**src/rtl/scs8hd_ano_pipe.sv**
```systemverilog
// Two-stage valid/ready pipeline around a parametrised AND-OR (optionally inverted) function,
// with a saturating count of delivered high results. Latency 2, full throughput, IN_READY comb from OUT_READY.
module scs8hd_ano_pipe #(
  parameter int NUM_TERMS  = 2,
  parameter int TERM_WIDTH = 4,
  parameter int NUM_B      = 1,
  parameter int INVERT     = 0,
  parameter int CNT_WIDTH  = 16
) (
  input  logic                            CLK,
  input  logic                            RESETB,
  input  logic [NUM_TERMS*TERM_WIDTH-1:0] A,
  input  logic [NUM_B-1:0]                B,
  input  logic                            IN_VALID,
  output logic                            IN_READY,
  output logic                            X,
  output logic                            OUT_VALID,
  input  logic                            OUT_READY,
  input  logic                            CNT_CLR,
  output logic [CNT_WIDTH-1:0]            HI_COUNT
);

  localparam logic [CNT_WIDTH-1:0] CNT_MAX = '1;
  localparam logic                 INV_BIT = (INVERT != 0);

  logic                 s1_valid_q, s1_valid_d;
  logic [NUM_TERMS-1:0] s1_p_q, s1_p_d;
  logic                 s1_b_q, s1_b_d;
  logic                 s2_valid_q, s2_valid_d;
  logic                 x_q, x_d;
  logic [CNT_WIDTH-1:0] hi_count_q, hi_count_d;
  logic                 adv2, in_ready, in_xfer, out_xfer;

  always_comb begin
    adv2     = s1_valid_q & (~s2_valid_q | OUT_READY);
    in_ready = ~s1_valid_q | adv2;
    in_xfer  = IN_VALID & in_ready;
    out_xfer = s2_valid_q & OUT_READY;

    s1_valid_d = in_xfer | (s1_valid_q & ~adv2);
    s1_p_d     = s1_p_q;
    s1_b_d     = s1_b_q;
    if (in_xfer) begin
      for (int k = 0; k < NUM_TERMS; k++) begin
        s1_p_d[k] = &A[k*TERM_WIDTH +: TERM_WIDTH];
      end
      s1_b_d = |B;
    end

    s2_valid_d = adv2 | (s2_valid_q & ~OUT_READY);
    // adv2 already implies stage 2 is empty or draining, so X never changes under a stall.
    x_d = adv2 ? ((|s1_p_q | s1_b_q) ^ INV_BIT) : x_q;

    hi_count_d = hi_count_q;
    if (CNT_CLR) begin
      hi_count_d = '0;
    end else if (out_xfer && x_q && (hi_count_q != CNT_MAX)) begin
      hi_count_d = hi_count_q + 1'b1;
    end
  end

  always_ff @(posedge CLK or negedge RESETB) begin
    if (!RESETB) begin
      s1_valid_q <= 1'b0;
      s1_p_q     <= '0;
      s1_b_q     <= 1'b0;
      s2_valid_q <= 1'b0;
      x_q        <= 1'b0;
      hi_count_q <= '0;
    end else begin
      s1_valid_q <= s1_valid_d;
      s1_p_q     <= s1_p_d;
      s1_b_q     <= s1_b_d;
      s2_valid_q <= s2_valid_d;
      x_q        <= x_d;
      hi_count_q <= hi_count_d;
    end
  end

  assign IN_READY  = in_ready;
  assign OUT_VALID = s2_valid_q;
  assign X         = x_q;
  assign HI_COUNT  = hi_count_q;

endmodule

```
**config.mk**
```make
export PLATFORM = sky130hd
export DESIGN_NAME = scs8hd_ano_pipe
export DESIGN_NICKNAME = d
export VERILOG_FILES = /design/src/rtl/scs8hd_ano_pipe.sv
export SDC_FILE = /design/constraint.sdc
export NUM_CORES = 1
export LEC_CHECK = 0
export ABC_AREA = 1
export CORE_ASPECT_RATIO = 0.6
export CORE_UTILIZATION = 48
export DETAILED_ROUTE_END_ITERATION = 10
export PLACE_DENSITY = 0.91
export SLEW_MARGIN = 25
export SYNTH_ARGS = -nofsm -noshare
export SYNTH_HDL_FRONTEND = slang
export SYNTH_SLANG_ARGS = --single-unit
```
**constraint.sdc**
```tcl
create_clock -name CLK -period 1.79 [get_ports CLK]
set_clock_uncertainty 0.05 [all_clocks]
set_input_delay 0.179 -clock CLK [delete_from_list [all_inputs] [get_ports CLK]]
set_output_delay 0.179 -clock CLK [all_outputs]
set_load 0.1 [all_outputs]
```
==> impl_metrics.toml <==
[status]
run_status = "finished, final reports clean"

[setup_path]
crit_required_ns = 1.91
worst-setup-path-type = "register to register"
cp-start-kind = "register"
worstPathArrival_ns = 1.77
timing.reg2reg.setup_slack_ns = 0.15
timing.critical_path.to_type = "register"
critical_path_peak_fanout = 7

[clocking]
clock_tree.root_cell = "clkbuf_8"
clock-sinks = 22
cts_max_path_bufs = 2
cts-resized-gates = 0
cts_post_setup_buffers_inserted = 0
htree_num_levels = 1
cts_buffers = 3
cts_tree = "yes"
postCtsHoldBufs = 0
cts.clk_slew.worst_paths_ns = 0.08
insertion_delay_ns = 0.27

[timing]
finalSetupViolations = 0
tns_ns = 0
report.final.hold_viol_count = 0
part_of_the_cycle_the_worst_path_needs = 0.918
relSlewSlack = 0.795
final.min_clock_period_ns = 1.64
achievable-frequency_mhz = 608
timing_worst_slew_pin_value_ns = 0.306
drv_slew = 0
grt_setup_unrepaired = "false"

[placement]
gp_congestion = 0.938
placement.io_buffers = 32
post_dp_cell_area_um2 = 1840
place_hpwl_um = 2430

[yosys]
postSynthAreaPerCell_um2 = 7.49
yosysSeqAreaShare = 0.430
syn-cell-area_um2 = 1280
synth_cell_type_count = 25
postSynthRegisterBits = 22
synth.net_count = 186
synth.yosys.warnings = 0
syn-instance-count = 171

[routing]
number_of_iterations_in_the_first_detailed_routing_pass = 4
route.detailed.vias_per_inst = 5.19
drcViolationCount = 0
wirelength_um = 3200
avgRoutedWirePerCell_um = 13.4
detailedRoute.firstIterationViolations = 107
via_count = 1240
ant_nets = 0

[layout]
fin_area_um2 = 1890
syn_to_final_growth_pct = 47.3
num_antenna_cells = 0
area.sequential_um2 = 583
final_stage_net_count = 224
num-fill-cells = 182
final_core_utilization = 0.748
drive_gt1_frac = 0.275
area_of_the_multi_input_gates_um2 = 668

[floorplan]
die_area_um2 = 2880
floorplan.die.height_um = 42
rows = 14
floorplan.initialDensity = 0.507
core_area_um2 = 2520
pin_count = 33
fp.dieW_um = 68.7

[global_route]
maximum_number_of_pins_on_one_net_before_global_route_repair = 23
grt_use_total = 0.254
number_of_global_route_vias_before_repair = 1133
global_route_wire_length_before_repair_um = 5260
gr-total-overflow = 0
grt_antenna_before_repair = 0

[min_path]
classification_of_the_worst_slack_hold_path = "input pin to asynchronous set/reset pin"

[power_and_ir_drop]
worst_ir_drop_vdd_v = 0.000411
post-layout-total-power_w = 0.00112
power_density_nw_per_um2 = 592
p_leak_nw = 0.835

[job]
cap_viol_max_count = 0
==> cells by family after synthesis <==
group	share of synthesized area
fa+ha+maj	0.00977
mux	0.00880
buf+inv	0.0714
compound gates	0.0655
flops	0.430
simple gates	0.387
xor+xnor	0.0274
==> Yosys cell counts <==
library cell / n / area, um^2
nor3_1: 1 / 5.00
and2_1: 1 / 6.26
nor2_1: 20 / 75.1
buf_1: 1 / 3.75
xor2_1: 3 / 26.3
nand2_2: 2 / 12.5
buf_2: 1 / 5.00
ha_1: 1 / 12.5
nor2_4: 1 / 11.3
inv_2: 1 / 3.75
o21bai_1: 2 / 15.0
a21oi_1: 1 / 5.00
nand2_4: 2 / 22.5
mux2_2: 1 / 11.3
nand2_1: 59 / 221
o21ai_0: 9 / 45.0
xnor2_1: 1 / 8.76
nand3_1: 12 / 60.1
o21bai_4: 1 / 18.8
inv_4: 1 / 6.26
dfrtp_1: 22 / 551
inv_1: 14 / 52.6
buf_12: 1 / 20.0
or2_2: 1 / 6.26
nand4_1: 12 / 75.1
==> report_power, final <==
group          switching, W  internal [W]  total (W)
clock network      0.000155      0.000150   0.000305
logic              0.000173     0.0000963   0.000269
registers         0.0000224      0.000519   0.000541
total              0.000350      0.000766    0.00112
==> cell type report <==
cell class | instances | share of cell area
inverter | 16 | 0.0332
timing repair buffer | 36 | 0.260
tap | 32 | 0.0212
clock buffer | 3 | 0.0219
sequential | 22 | 0.309
multi-input combinational | 130 | 0.354
==> stage by stage <==
stage,worst slack [ns],hold WS [ns],cells
2_1_floorplan,0.000394,-0.167,171
3_3_place_gp,0.260,0.429,236
3_5_place_dp,0.208,0.429,236
4_1_cts,0.177,0.214,239
5_1_grt,0.0554,0.255,239
6_report,0.146,0.208,239
==> worst max-delay path, stage by stage (launching register included) <==
cell	delay, ns
dfrtp_4	0.52
ha_4	0.18
nand3_2	0.10
inv_2	0.07
nand2_4	0.08
nor2_1	0.05
nor2_1	0.12
buf_4	0.18
nand3_1	0.08
o21ai_0	0.11
==> layer usage <==
| layer | vias up | GRT usage | routed length [um] |
|---|---|---|---|
| li1 | 625 | - | - |
| met5 | - | 0 | 0 |
| met3 | 2 | 0.0788 | 313 |
| met1 | 554 | 0.391 | 1490 |
| met4 | 0 | 0.0833 | 19 |
| met2 | 59 | 0.331 | 1370 |
==> state kept, by name, indices dropped and copies added (netlist names) <==
signal,flops
X,1
s1_p_q,2
s1_valid_q,1
s1_b_q,1
OUT_VALID,1
HI_COUNT,16
==> path summary, 6_finish.rpt <==
kind / start / to / cells past startpoint
setup / recovery: HI_COUNT[1]$_DFFE_PN0P_ / HI_COUNT[0]$_DFFE_PN0P_ / 9
hold / removal: RESETB / s1_p_q[0]$_DFFE_PN0P_ / 2
setup reg to reg: HI_COUNT[1]$_DFFE_PN0P_ / HI_COUNT[0]$_DFFE_PN0P_ / 9
hold reg to reg: s1_p_q[0]$_DFFE_PN0P_ / s1_p_q[0]$_DFFE_PN0P_ / 2
max in group asynchronous: RESETB / HI_COUNT[5]$_DFFE_PN0P_ / 2
min in group CLK: s1_p_q[0]$_DFFE_PN0P_ / s1_p_q[0]$_DFFE_PN0P_ / 2
==> placed cells by master, fill, tap and decap left out, types with 2 or more instances in the layout <==
| master | Yosys | routed |
|---|---|---|
| buf_12 | 1 | 15 |
| buf_4 | 0 | 8 |
| clkbuf_8 | 0 | 3 |
| clkdlybuf4s50_1 | 0 | 13 |
| dfrtp_1 | 22 | 4 |
| dfrtp_2 | 0 | 14 |
| dfrtp_4 | 0 | 4 |
| inv_1 | 14 | 14 |
| nand2_1 | 59 | 59 |
| nand2_2 | 2 | 2 |
| nand2_4 | 2 | 2 |
| nand3_1 | 12 | 10 |
| nand4_1 | 12 | 12 |
| nor2_1 | 20 | 20 |
| o21ai_0 | 9 | 9 |
| o21bai_1 | 2 | 2 |
| xor2_1 | 3 | 3 |
Note: power is estimated with default switching activity, not from simulation.
